--- src/rtl/mul_writeback_unit_if.sv ---
// Operand/result bundle between the register file and the shift-add multiplier.
// The register file side is the master and the multiplier side is the slave.
interface mul_writeback_unit_if #(
    parameter int WIDTH = 64
);
    // Handshake: start acts as valid and !busy acts as ready. A request is
    // accepted only on a rising edge where start=1 and busy=0. Operands,
    // dest_reg and hi_sel need to be valid only on that edge. done and
    // RegWrite are one-cycle pulses that need no acknowledge.
    logic             start;
    logic [WIDTH-1:0] ReadData1;
    logic [WIDTH-1:0] ReadData2;
    logic [4:0]       dest_reg;
    logic             hi_sel;
    logic             busy;
    logic             done;
    logic [WIDTH-1:0] WriteData;
    logic [4:0]       WriteRegister;
    logic             RegWrite;

    modport master (
        output start, ReadData1, ReadData2, dest_reg, hi_sel,
        input  busy, done, WriteData, WriteRegister, RegWrite
    );

    modport slave (
        input  start, ReadData1, ReadData2, dest_reg, hi_sel,
        output busy, done, WriteData, WriteRegister, RegWrite
    );
endinterface

--- src/rtl/mul_writeback_unit.sv ---
// Radix-2 shift-add unsigned multiplier. It returns the low half (MUL) or the
// high half (UMULH) of the 2*WIDTH product to the register file write port.
module mul_writeback_unit #(
    parameter int WIDTH = 64,
    parameter int CNT_W = 7     // 2**CNT_W must exceed WIDTH
) (
    input  logic                  clk,
    input  logic                  reset,
    mul_writeback_unit_if.slave   bus,
    output logic [1:0]            state_dbg
);
    localparam logic [1:0] S_IDLE = 2'd0;
    localparam logic [1:0] S_RUN  = 2'd1;
    localparam logic [1:0] S_DONE = 2'd2;

    localparam logic [4:0] XZR = 5'd31;

    logic [1:0]         state;
    logic [CNT_W-1:0]   counter;
    logic [2*WIDTH-1:0] acc;
    logic [2*WIDTH-1:0] acc_step;
    logic [WIDTH-1:0]   mcand;
    logic [WIDTH:0]     upper_sum;
    logic [4:0]         dest_q;
    logic               hi_q;
    logic               last_iter;

    logic               done_q;
    logic               reg_write_q;
    logic [WIDTH-1:0]   write_data_q;
    logic [4:0]         write_reg_q;

    // One shift-add step. The carry out of the upper-half add becomes the new
    // MSB after the right shift, so the exact 2*WIDTH product is kept.
    always_comb begin
        upper_sum = {1'b0, acc[2*WIDTH-1:WIDTH]} + {1'b0, mcand};
        acc_step  = acc >> 1;
        if (acc[0]) begin
            acc_step = {upper_sum, acc[WIDTH-1:1]};
        end
    end

    assign last_iter = (counter == CNT_W'(WIDTH - 1));

    always_ff @(posedge clk) begin
        if (reset) begin
            state        <= S_IDLE;
            counter      <= '0;
            acc          <= '0;
            mcand        <= '0;
            dest_q       <= '0;
            hi_q         <= 1'b0;
            done_q       <= 1'b0;
            reg_write_q  <= 1'b0;
            write_data_q <= '0;
            write_reg_q  <= '0;
        end else begin
            done_q      <= 1'b0;
            reg_write_q <= 1'b0;
            case (state)
                S_IDLE: begin
                    if (bus.start) begin
                        mcand   <= bus.ReadData1;
                        acc     <= {{WIDTH{1'b0}}, bus.ReadData2};
                        dest_q  <= bus.dest_reg;
                        hi_q    <= bus.hi_sel;
                        counter <= '0;
                        state   <= S_RUN;
                    end
                end
                S_RUN: begin
                    acc     <= acc_step;
                    counter <= counter + CNT_W'(1);
                    if (last_iter) begin
                        state <= S_DONE;
                    end
                end
                S_DONE: begin
                    // Writes to XZR are dropped, but done still pulses.
                    done_q       <= 1'b1;
                    reg_write_q  <= (dest_q != XZR);
                    write_data_q <= hi_q ? acc[2*WIDTH-1:WIDTH] : acc[WIDTH-1:0];
                    write_reg_q  <= dest_q;
                    state        <= S_IDLE;
                end
                default: begin
                    state <= S_IDLE;
                end
            endcase
        end
    end

    assign bus.busy          = (state == S_RUN) || (state == S_DONE);
    assign bus.done          = done_q;
    assign bus.RegWrite      = reg_write_q;
    assign bus.WriteData     = write_data_q;
    assign bus.WriteRegister = write_reg_q;
    assign state_dbg         = state;

    a_regwrite_needs_done: assert property (
        @(posedge clk) disable iff (reset) bus.RegWrite |-> bus.done
    );
    a_done_single_cycle: assert property (
        @(posedge clk) disable iff (reset) bus.done |=> !bus.done
    );
endmodule

--- src/flat_wrapper.sv ---
// flat-port wrapper written by rule: the top's interface ports become plain ports
module mul_writeback_unit_flat 
#(
    parameter int WIDTH = 64,
    parameter int CNT_W = 7                                  
)
  (clk, reset, state_dbg, bus_start, bus_ReadData1, bus_ReadData2, bus_dest_reg, bus_hi_sel, bus_busy, bus_done, bus_WriteData, bus_WriteRegister, bus_RegWrite);
  mul_writeback_unit_if #(.WIDTH(WIDTH)) bus_i ();
  input  logic clk;
  input  logic reset;
  output logic [1:0] state_dbg;
  input wire logic [$bits(bus_i.start)-1:0] bus_start;
  input wire logic [$bits(bus_i.ReadData1)-1:0] bus_ReadData1;
  input wire logic [$bits(bus_i.ReadData2)-1:0] bus_ReadData2;
  input wire logic [$bits(bus_i.dest_reg)-1:0] bus_dest_reg;
  input wire logic [$bits(bus_i.hi_sel)-1:0] bus_hi_sel;
  output wire logic [$bits(bus_i.busy)-1:0] bus_busy;
  output wire logic [$bits(bus_i.done)-1:0] bus_done;
  output wire logic [$bits(bus_i.WriteData)-1:0] bus_WriteData;
  output wire logic [$bits(bus_i.WriteRegister)-1:0] bus_WriteRegister;
  output wire logic [$bits(bus_i.RegWrite)-1:0] bus_RegWrite;
  assign bus_i.start = bus_start;
  assign bus_i.ReadData1 = bus_ReadData1;
  assign bus_i.ReadData2 = bus_ReadData2;
  assign bus_i.dest_reg = bus_dest_reg;
  assign bus_i.hi_sel = bus_hi_sel;
  assign bus_busy = bus_i.busy;
  assign bus_done = bus_i.done;
  assign bus_WriteData = bus_i.WriteData;
  assign bus_WriteRegister = bus_i.WriteRegister;
  assign bus_RegWrite = bus_i.RegWrite;
  mul_writeback_unit #(.WIDTH(WIDTH), .CNT_W(CNT_W)) u_core (.clk(clk), .reset(reset), .bus(bus_i), .state_dbg(state_dbg));
endmodule
--- config.mk ---
export PLATFORM = sky130hd
export DESIGN_NAME = mul_writeback_unit_flat
export DESIGN_NICKNAME = d
export VERILOG_FILES = /design/src/rtl/mul_writeback_unit_if.sv /design/src/rtl/mul_writeback_unit.sv /design/src/flat_wrapper.sv
export SDC_FILE = /design/constraint.sdc
export NUM_CORES = 1
export LEC_CHECK = 0
export BUFFER_PORTS_ARGS = -buffer_cell sky130_fd_sc_hd__buf_2
export CAP_MARGIN = 20
export CORE_MARGIN = 5
export CORE_UTILIZATION = 63
export DETAILED_ROUTE_END_ITERATION = 10
export PLACE_DENSITY = 0.94
export SLEW_MARGIN = 10
export SYNTH_ARGS = -nofsm -noshare
export SYNTH_HDL_FRONTEND = slang
export SYNTH_SLANG_ARGS = --single-unit
export TNS_END_PERCENT = 30
--- constraint.sdc ---
create_clock -name clk -period 7.6 [get_ports clk]
set_clock_uncertainty 0.05 [all_clocks]
set_input_delay 1.14 -clock clk [delete_from_list [all_inputs] [get_ports clk]]
set_output_delay 1.14 -clock clk [all_outputs]
set_load 0.01 [all_outputs]
# --- Word level (Yosys, flattened, before mapping) ---
# Index checks and enable logic that the tools add are counted.
word_totals:
  latchBits: 0
  rom_bits: 0
  ramBits: 0
  mem_count: 0
  elab_cells: 36
  input_bits: 137
  reg_bits: 278
classes:
  shift: 0
  muxes: 10
  multipliers: 0
  n_eq_ne: 6
  n_reduce_logical: 7
  n_lt_le_gt_ge: 0
  div: 0
  bitwise_logic: 1
  addsub: 2
ops:
  columns: ["cell", "n"]
  rows:
  - ["$mux 128", 2]
  - ["$pmux 128 s2", 1]
  - ["$add 64x64->65", 1]
  - ["$mux 64", 1]
  - ["$pmux 7 s2", 1]
  - ["$add 7x1->7 const B", 1]
  - ["$eq 7x6->1 const B", 1]
  - ["$mux 7", 1]
  - ["$reduce_and 2->1", 3]
  - ["$ne 5x5->1 const B", 1]
  - ["$mux 2", 2]
  - ["$pmux 2 s2", 1]
  - ["$eq 2x1->1 const B", 1]
  - ["$eq 2x2->1 const B", 1]
  - ["$logic_not 2->1", 1]
  - ["$ne 2x1->1 const B", 1]
  - ["$ne 2x2->1 const B", 1]
  - ["$reduce_bool 2->1", 1]
  - ["$reduce_or 2->1", 1]
  - ["$logic_or 1x1->1", 1]
  - ["$mux 1", 1]
  - ["$not 1->1", 1]

# --- Longest topological paths before layout ---
# Gate-level depths: netlist of the first run.
depth:
  ltp_word: 3
  ltp_mapped: 12
  mapped_depth_nobuf: 12

# --- Worst setup path before layout of the first run ---
# OpenSTA, ideal clock, no wires.
synth_path:
  path_type: "register -> register"
  from: "register u_core.acc[64]"
  to: "register u_core.acc[125]"
  path_buffers: 0
  path_slack_ns: 4.724
  stages_incl_launch_ff: 13
  required_time_ns: 7.412
  period_less_slack_ns: 2.876
  setup_time_ns: 0.138
  t_arrival_ns: 2.688
  cell_sequence: "dfxtp_1 ha_1 fa_1 a21o_1 a41oi_1 a211oi_1 o21a_1 a211o_1 a21oi_4 o31ai_4 a211oi_2 xor2_1 a31oi_1"
synth_between:
  elab_chain_cells: 3
synth_rtl:
  columns: ["element", "line", "source"]
  rows:
  - ["start: declaration", "mul_writeback_unit.sv:20", "logic [2*WIDTH-1:0] acc;"]
  - ["start signal: assignment", "mul_writeback_unit.sv:64", "acc <= {{WIDTH{1'b0}}, bus.ReadData2};"]
  - ["start signal: assignment", "mul_writeback_unit.sv:72", "acc <= acc_step;"]
  - ["$add 64x64->65", "mul_writeback_unit.sv:36", "upper_sum = {1'b0, acc[2*WIDTH-1:WIDTH]} + {1'b0, mcand};"]
  - ["$mux 128", "mul_writeback_unit.sv:38", "if (acc[0]) begin"]
  - ["$pmux 128 s2", "mul_writeback_unit.sv:60", "case (state)"]
# No other way between the ends.
# A chain may end at the register's enable or synchronous reset.

# --- Worst setup path after layout of the first run ---
layout_path:
  from: "register u_core.state[1] (netlist: u_core.state_dbg[1])"
  to: "register u_core.acc[104]"
layout_between:
  elab_chain_cells: 3
  word_cells_on_any_way: 6
layout_rtl:
  columns: ["element", "line", "source"]
  rows:
  - ["start: declaration", "mul_writeback_unit.sv:18", "logic [1:0] state;"]
  - ["start signal: assignment", "mul_writeback_unit.sv:47", "state <= S_IDLE;"]
  - ["start signal: assignment", "mul_writeback_unit.sv:68", "state <= S_RUN;"]
  - ["start signal: assignment", "mul_writeback_unit.sv:75", "state <= S_DONE;"]
  - ["$eq 2x1->1 / $logic_not 2->1 (equally long branches)", "mul_writeback_unit.sv:60", null]
  - ["$reduce_bool 2->1 (no line) / $ne 2x2->1 (equally long branches)", null, null]
  - ["$reduce_and 2->1 (no line)", null, null]
# Several ways; a longest one is shown, not always the timed one.

==> results of run 1 <==
[routing by layer]
layer | share of wire | wire length (microns) | up-vias
met1 | 0.42 | 17900 | 6754
li1 | - | - | 6743
met5 | 0.00026 | 11 | -
met3 | 0.082 | 3510 | 133
met4 | 0.036 | 1570 | 2
met2 | 0.47 | 20100 | 674
[cell families after synthesis]
logic type / synth area share
adders and majority gates: 0.0583
DFF: 0.372
muxes: 0.104
and+or+nand+nor: 0.155
buffers and inverters: 0.0399
xor gates and xnor gates: 0.0352
AOI/OAI and AO/OA: 0.235
[state kept, by name, summed over array words and instances, names as in the netlist]
name and flops:
u_core.dest_q 5, u_core.bus.WriteRegister 5, u_core.acc 128, u_core.bus.done 1
u_core.mcand 64, u_core.bus.WriteData 64, u_core.state_dbg 2, u_core.hi_q 1
u_core.counter 7, u_core.bus.RegWrite 1
[area by class of cell]
| cell class | instances | area, sq um |
|---|---|---|
| sequential | 278 | 5570 |
| tap | 319 | 399 |
| fill | 1707 | 6400 |
| inverter | 19 | 71.3 |
| timing repair buffer | 221 | 1160 |
| multi-input combinational | 1363 | 8840 |
| clock inverter | 13 | 143 |
| clock buffer | 38 | 820 |
[through the flow]
step | setup WS (ns) | hold slack (ns)
CTS | 4.28 | 0.414
floorplan | 4.72 | 0.391
detailed placement | 4.14 | 0.402
global route | 4.05 | 0.434
finish | 4.24 | 0.412
global placement | 4.20 | 0.398
[critical path: stages, from the launching register on]
cell and delay, ns:
dfxtp_1 0.37, inv_1 0.13, ha_4 0.56, nand2_1 0.66
nor2_4 1.02, a22oi_1 0.22, o22ai_1 0.25
[power breakdown]
group / total [mW] / leakage [nW] / internal, mW / switching, mW
Clock: 1.43 / 0.482 / 0.853 / 0.577
Combinational: 0.456 / 4.00 / 0.176 / 0.280
Sequential: 1.60 / 2.27 / 1.53 / 0.0724
[cell usage after synthesis, types with 5 or more instances]
library cell | number | share of area
a21o_1 | 30 | 0.015
a211oi_1 | 134 | 0.067
nor3_1 | 10 | 0.0033
a21oi_1 | 180 | 0.060
a222oi_1 | 28 | 0.019
inv_1 | 19 | 0.0048
nor2b_1 | 8 | 0.0033
nand3_1 | 22 | 0.0074
xnor2_1 | 39 | 0.023
a22oi_1 | 15 | 0.0075
xor2_1 | 21 | 0.012
and3_1 | 8 | 0.0033
o21bai_1 | 16 | 0.0080
nand2b_1 | 6 | 0.0025
o22ai_1 | 7 | 0.0029
a31oi_1 | 11 | 0.0046
nand4_1 | 22 | 0.0092
dfxtp_1 | 278 | 0.37
buf_2 | 6 | 0.0020
nor2_1 | 244 | 0.061
nand2_1 | 203 | 0.051
buf_1 | 19 | 0.0048
o21ai_0 | 51 | 0.017
mux2_2 | 6 | 0.0045
and2_1 | 5 | 0.0021
o21a_1 | 12 | 0.0060
o31ai_1 | 8 | 0.0040
ha_1 | 68 | 0.057
mux2i_1 | 148 | 0.099
clkbuf_1 | 110 | 0.028
[worst max path at each step]
stage	start	endpoint	cells past startpoint
after floorplan	u_core.acc[64]	u_core.acc[125]	12
after global placement	reset	u_core.acc[122]	4
after detailed placement	bus_start	u_core.acc[120]	6
after CTS	u_core.state_dbg[1]	u_core.acc[122]	7
after global routing	u_core.acc[64]	u_core.acc[123]	12
final	u_core.state_dbg[1]	u_core.acc[104]	6
==> results.sh, run 1 <==
export IMPL_synthCells=1796
export IMPL_busiest_layer="met2"
export IMPL_synth_warnings=0
export IMPL_async_reset_ff_frac=0
export IMPL_vias=14300
export IMPL_die_h_microns=164
export IMPL_final_util=0.727
export IMPL_place_area_sq_um=16000
export IMPL_critPathKind="reg2reg"
export IMPL_slew_violations=0
export IMPL_arrival_ns=3.76
export IMPL_place_inst=2199
export IMPL_port_buffers=210
export IMPL_ys_seq_area_frac=0.372
export IMPL_die_w_microns=164
export IMPL_cts_resized=0
export IMPL_grt_met3_usage=0.0459
export IMPL_reg2reg_from="u_core.state_dbg[1]"
export IMPL_hold_buffers=0
export IMPL_r2r_end="u_core.acc[104]"
export IMPL_power_mw=3.48
export IMPL_status="finished clean"
export IMPL_rows=56
export IMPL_hp_class="reg2reg"
export IMPL_synth_edf_count=0
export IMPL_grt_setup_unrepaired="no"
export IMPL_finalInstanceArea_sq_um=17000
export IMPL_grt_pass1_vias=13600
export IMPL_clkSlewWorstSetupHoldPaths_ns=0.06
export IMPL_gr_usage_met2=0.506
export IMPL_gp_congestion=0.984
export IMPL_core_area_sq_um=23400
export IMPL_finalSetupViolations=0
export IMPL_fmax_ghz=0.298
export IMPL_drv_cap=0
export IMPL_instances_no_fill=2251
export IMPL_ys_ff_latch=278
export IMPL_avgSynthCellArea_sq_um=8.32
export IMPL_hp_start="u_core.mcand[35]"
export IMPL_drt_first_pass_iters=9
export IMPL_finalNetCount=2117
export IMPL_drt_initial_drc_count=1606
export IMPL_layout_commonest_cell="dfxtp_1"
export IMPL_dieArea_sq_um=26900
export IMPL_insertedDiodeCount=0
export IMPL_synth_net_count=2002
export IMPL_reg2reg_depth=6
export IMPL_cts_made_buffers=28
export IMPL_final_cell_mix="dfxtp_1 (276), nor2_1 (243), buf_2 (209)"
export IMPL_insertion_delay_ns=0.55
export IMPL_final_hold_viol_count=0
export IMPL_crit_path_start_kind="flip-flop"
export IMPL_reg2reg_setup_slack_ns=4.24
export IMPL_track_usage=0.305
export IMPL_synth_main_ff_cell="dfxtp_1"
export IMPL_synth_distinct_cells=64
export IMPL_slew_limit_headroom=0.283
export IMPL_cts_path_max_buffers=3
export IMPL_totalWireLength_microns=43100
export IMPL_vdd_drop_max_mv=0.147
export IMPL_drc_errors=0
export IMPL_avgViaCountPerCell=6.36
export IMPL_ios=211
export IMPL_critPathMaxFanout=37
export IMPL_worstHoldPathCells=2
export IMPL_required_ns=8.00
export IMPL_end_kind="flip-flop"
export IMPL_routedWlPerCell_microns=19.1
export IMPL_initial_core_util=0.638
export IMPL_tightestPinTransition_ns=1.07
export IMPL_setup_tns_ns=0
export IMPL_ant_nets=0
export IMPL_syn2layout_area_growth_pct=13.8
export IMPL_grt_pass1_wl_microns=68400
export IMPL_cts_setup_buffers=0
export IMPL_htree_num_levels=1
export IMPL_period_share=0.442
export IMPL_antenna_found_initial=1
export IMPL_grt_max_degree=165
export IMPL_layout_drive_gt1_share=0.154
export IMPL_synth_area_sq_um=14900
export IMPL_cts_root_buf="clkbuf_16"
export IMPL_cts_tree="built"
export IMPL_grtUsageMet1=0.406
export IMPL_gr_total_overflow=0
export IMPL_place_detailed_hpwl_microns=29700
export IMPL_min_to="u_core.mcand[35]"
export IMPL_cts_num_sinks=278
export IMPL_power_density_nw_per_um2=205
export IMPL_leakagePower_nw=6.75
export IMPL_period_needed_ns=3.36
Note: power is estimated with default switching activity, not from simulation.
==> run 2, diff against run 1 <==
--- a/config.mk
+++ b/config.mk
@@ -5,12 +5,13 @@
 export SDC_FILE = /design/constraint.sdc
 export NUM_CORES = 1
 export LEC_CHECK = 0
+export ABC_AREA = 1
 export BUFFER_PORTS_ARGS = -buffer_cell sky130_fd_sc_hd__buf_2
 export CAP_MARGIN = 20
 export CORE_MARGIN = 5
-export CORE_UTILIZATION = 63
+export CORE_UTILIZATION = 59
 export DETAILED_ROUTE_END_ITERATION = 10
-export PLACE_DENSITY = 0.94
+export PLACE_DENSITY = 0.88
 export SLEW_MARGIN = 10
 export SYNTH_ARGS = -nofsm -noshare
 export SYNTH_HDL_FRONTEND = slang
==> constraint.sdc (replaced) <==
create_clock -name clk -period 3.5 [get_ports clk]
set_clock_uncertainty 0.05 [all_clocks]
set_input_delay 0.525 -clock clk [delete_from_list [all_inputs] [get_ports clk]]
set_output_delay 0.525 -clock clk [all_outputs]
set_load 0.01 [all_outputs]
==> run 2 against run 1 <==
  * Routed wire length is 37% higher
  * First-iteration DRC count is 44% higher
  * Power is 130% higher
  * Global-route usage is 3.7 points higher
  * Sequential share of layout area is 4.1 points lower
  * Critical path depth is 7 higher
==> results.sh, run 2 <==
export IMPL_finalInstanceArea_sq_um=19400
export IMPL_synth_largest_area_cell="dfxtp_1"
export IMPL_cts_setup_buffers=0
export IMPL_drt_first_pass_iters=6
export IMPL_finalNetCount=3147
export IMPL_final_cell_mix="nand2_1 (849), nor2_1 (351), inv_1 (327)"
export IMPL_regMostFlops="u_core.acc"
export IMPL_synth_edf_count=0
export IMPL_critPathSlowestCell="fa_1"
export IMPL_fmax_ghz=0.356
export IMPL_crit_path_start="u_core.acc[64]"
export IMPL_ys_seq_area_frac=0.324
export IMPL_gr_total_overflow=0
export IMPL_required_ns=3.87
export IMPL_hold_buffers=0
export IMPL_place_area_sq_um=18400
export IMPL_crit_path_cell_trace="ha_1 > fa_1 > nand3_2 > nand3_2 > nand2_2 > nand2_4 > nand2_2 > nand2_2 > nand2_1 > nand2_2 > xor2_1 > o21ai_0 > a21oi_1"
export IMPL_synth_net_count=3014
export IMPL_hp_class="in2reg"
export IMPL_gp_congestion=1.05
export IMPL_cts_root_buf="clkbuf_16"
export IMPL_power_density_nw_per_um2=410
export IMPL_ys_ff_latch=278
export IMPL_nFillCells=2533
export IMPL_vias=19000
export IMPL_synth_area_sq_um=17200
export IMPL_async_reset_ff_frac=0
export IMPL_rows=62
export IMPL_die_w_microns=181
export IMPL_avgViaCountPerCell=5.69
export IMPL_vdd_drop_max_mv=0.319
export IMPL_drc_errors=0
export IMPL_slew_violations=0
export IMPL_routedWlPerCell_microns=17.6
export IMPL_track_usage=0.342
export IMPL_synth_common_cells="nand2_1 (851), nor2_1 (351), inv_1 (332), dfxtp_1 (278), a21oi_1 (247)"
export IMPL_cts_tree="built"
export IMPL_core_area_sq_um=28700
export IMPL_ios=211
export IMPL_insertion_delay_ns=0.57
export IMPL_crit_path_start_kind="flip-flop"
export IMPL_synth_top_area_frac=0.324
export IMPL_synth_distinct_cells=42
export IMPL_totalWireLength_microns=59000
export IMPL_ant_nets=0
export IMPL_period_needed_ns=2.81
export IMPL_final_hold_viol_count=0
export IMPL_port_buffers=210
export IMPL_htree_num_levels=1
export IMPL_cts_path_max_buffers=3
export IMPL_cts_num_sinks=278
export IMPL_initial_core_util=0.598
export IMPL_end_kind="flip-flop"
export IMPL_leakagePower_nw=9.69
export IMPL_drv_cap=0
export IMPL_dieArea_sq_um=32600
export IMPL_grt_max_degree=104
export IMPL_synth_warnings=0
export IMPL_whs_ns=0.151
export IMPL_tightestPinTransition_ns=0.969
export IMPL_clkSlewWorstSetupHoldPaths_ns=0.06
export IMPL_arrival_ns=3.18
export IMPL_place_detailed_hpwl_microns=44200
export IMPL_avgSynthCellArea_sq_um=6.11
export IMPL_critPathMaxFanout=5
export IMPL_reg2reg_setup_slack_ns=0.69
export IMPL_grt_pass1_vias=17300
export IMPL_grt_setup_unrepaired="no"
export IMPL_finalSetupViolations=0
export IMPL_status="finished clean"
export IMPL_die_h_microns=181
export IMPL_r2r_end="u_core.acc[93]"
export IMPL_crit_end="u_core.acc[93]"
export IMPL_synth_most_common_cell="nand2_1"
export IMPL_largest_reg_flops=128
export IMPL_slew_limit_headroom=0.354
export IMPL_synth_top_cells_by_area="dfxtp_1 (32%), nand2_1 (19%), nor2_1 (7.7%)"
export IMPL_setup_tns_ns=0
export IMPL_grt_pass1_wl_microns=92100
export IMPL_antenna_found_initial=1
export IMPL_cts_resized=0
export IMPL_synthCells=2808
export IMPL_critPathMaxStageDelay_ns=0.48
export IMPL_synth_main_ff_cell="dfxtp_1"
export IMPL_cpMostUsedCell="nand2_2"
export IMPL_cts_made_buffers=30
export IMPL_layout_drive_gt1_share=0.132
export IMPL_period_share=0.803
export IMPL_layout_commonest_cell="nand2_1"
export IMPL_syn2layout_area_growth_pct=13.1
export IMPL_reg2reg_depth=13
export IMPL_critPathKind="reg2reg"
export IMPL_reg2reg_from="u_core.acc[64]"
export IMPL_drt_initial_drc_count=2308
-- run 2: kinds of logic after synthesis --
kind of cell    count (synthesis)  synth area share
compound gates                567             0.173
xor+xnor                       29            0.0148
fa+ha+maj                      69            0.0507
flops                         278             0.324
buf+inv                       473             0.106
simple gates                 1392             0.332
-- run 2: report_power, final --
part | internal (mW) | total [mW] | switching [mW] | leakage (nW)
Sequential | 3.34 | 3.49 | 0.155 | 2.27
Clock | 1.90 | 3.28 | 1.38 | 0.486
Combinational | 0.385 | 1.19 | 0.808 | 6.93
-- run 2: area by class of cell --
type,instances,area [sq um],area share
well taps,384,480,0.0248
clock buffers,40,838,0.0432
repair buffers,230,1250,0.0642
multi-input cells,2057,9810,0.505
diodes,2,5.00,0.000258
clock inverters,13,170,0.00877
flip-flops and latches,278,5570,0.287
inverters,344,1290,0.0666
-- run 2: per-layer routing --
layer	global-route usage	vias up	part of all wire
met3	0.0967	136	0.13
li1	-	9162	-
met2	0.510	1093	0.42
met4	0.0913	0	0.028
met5	0	-	0
met1	0.488	8649	0.42
-- run 2: stage by stage --
| step | utilization | setup slack, ns | instances | total power, mW |
|---|---|---|---|---|
| 5_1_grt | 0.676 | 0.483 | 3347 | 8.25 |
| 6_report | 0.676 | 0.691 | 3348 | 7.97 |
| 3_5_place_dp | 0.640 | 0.841 | 3292 | 4.70 |
| 3_3_place_gp | 0.640 | 0.861 | 3292 | 4.66 |
| 2_1_floorplan | - | 1.45 | 2808 | 4.31 |
| 4_1_cts | 0.675 | 0.823 | 3345 | 7.94 |
-- run 2: worst max-delay path: cells and delay by family, from the launching register on --
| family | cells | cell delay, ns |
|---|---|---|
| and+or+nand+nor | 8 | 0.80 |
| adders and majority gates | 2 | 0.76 |
| DFF | 1 | 0.34 |
| AOI/OAI and AO/OA | 2 | 0.54 |
| xor gates and xnor gates | 1 | 0.17 |
-- run 2: worst min path at each step --
stage,startpoint,to,slack [ns],cells after the start
floorplan,u_core.dest_q[3],u_core.dest_q[3],0.40,2
global placement,u_core.acc[41],u_core.bus.WriteData[41],0.42,2
detailed placement,u_core.acc[26],u_core.bus.WriteData[26],0.42,2
CTS,bus_ReadData1[19],u_core.mcand[19],0.14,3
global route,bus_ReadData1[19],u_core.mcand[19],0.16,3
finish,bus_ReadData1[17],u_core.mcand[17],0.15,3
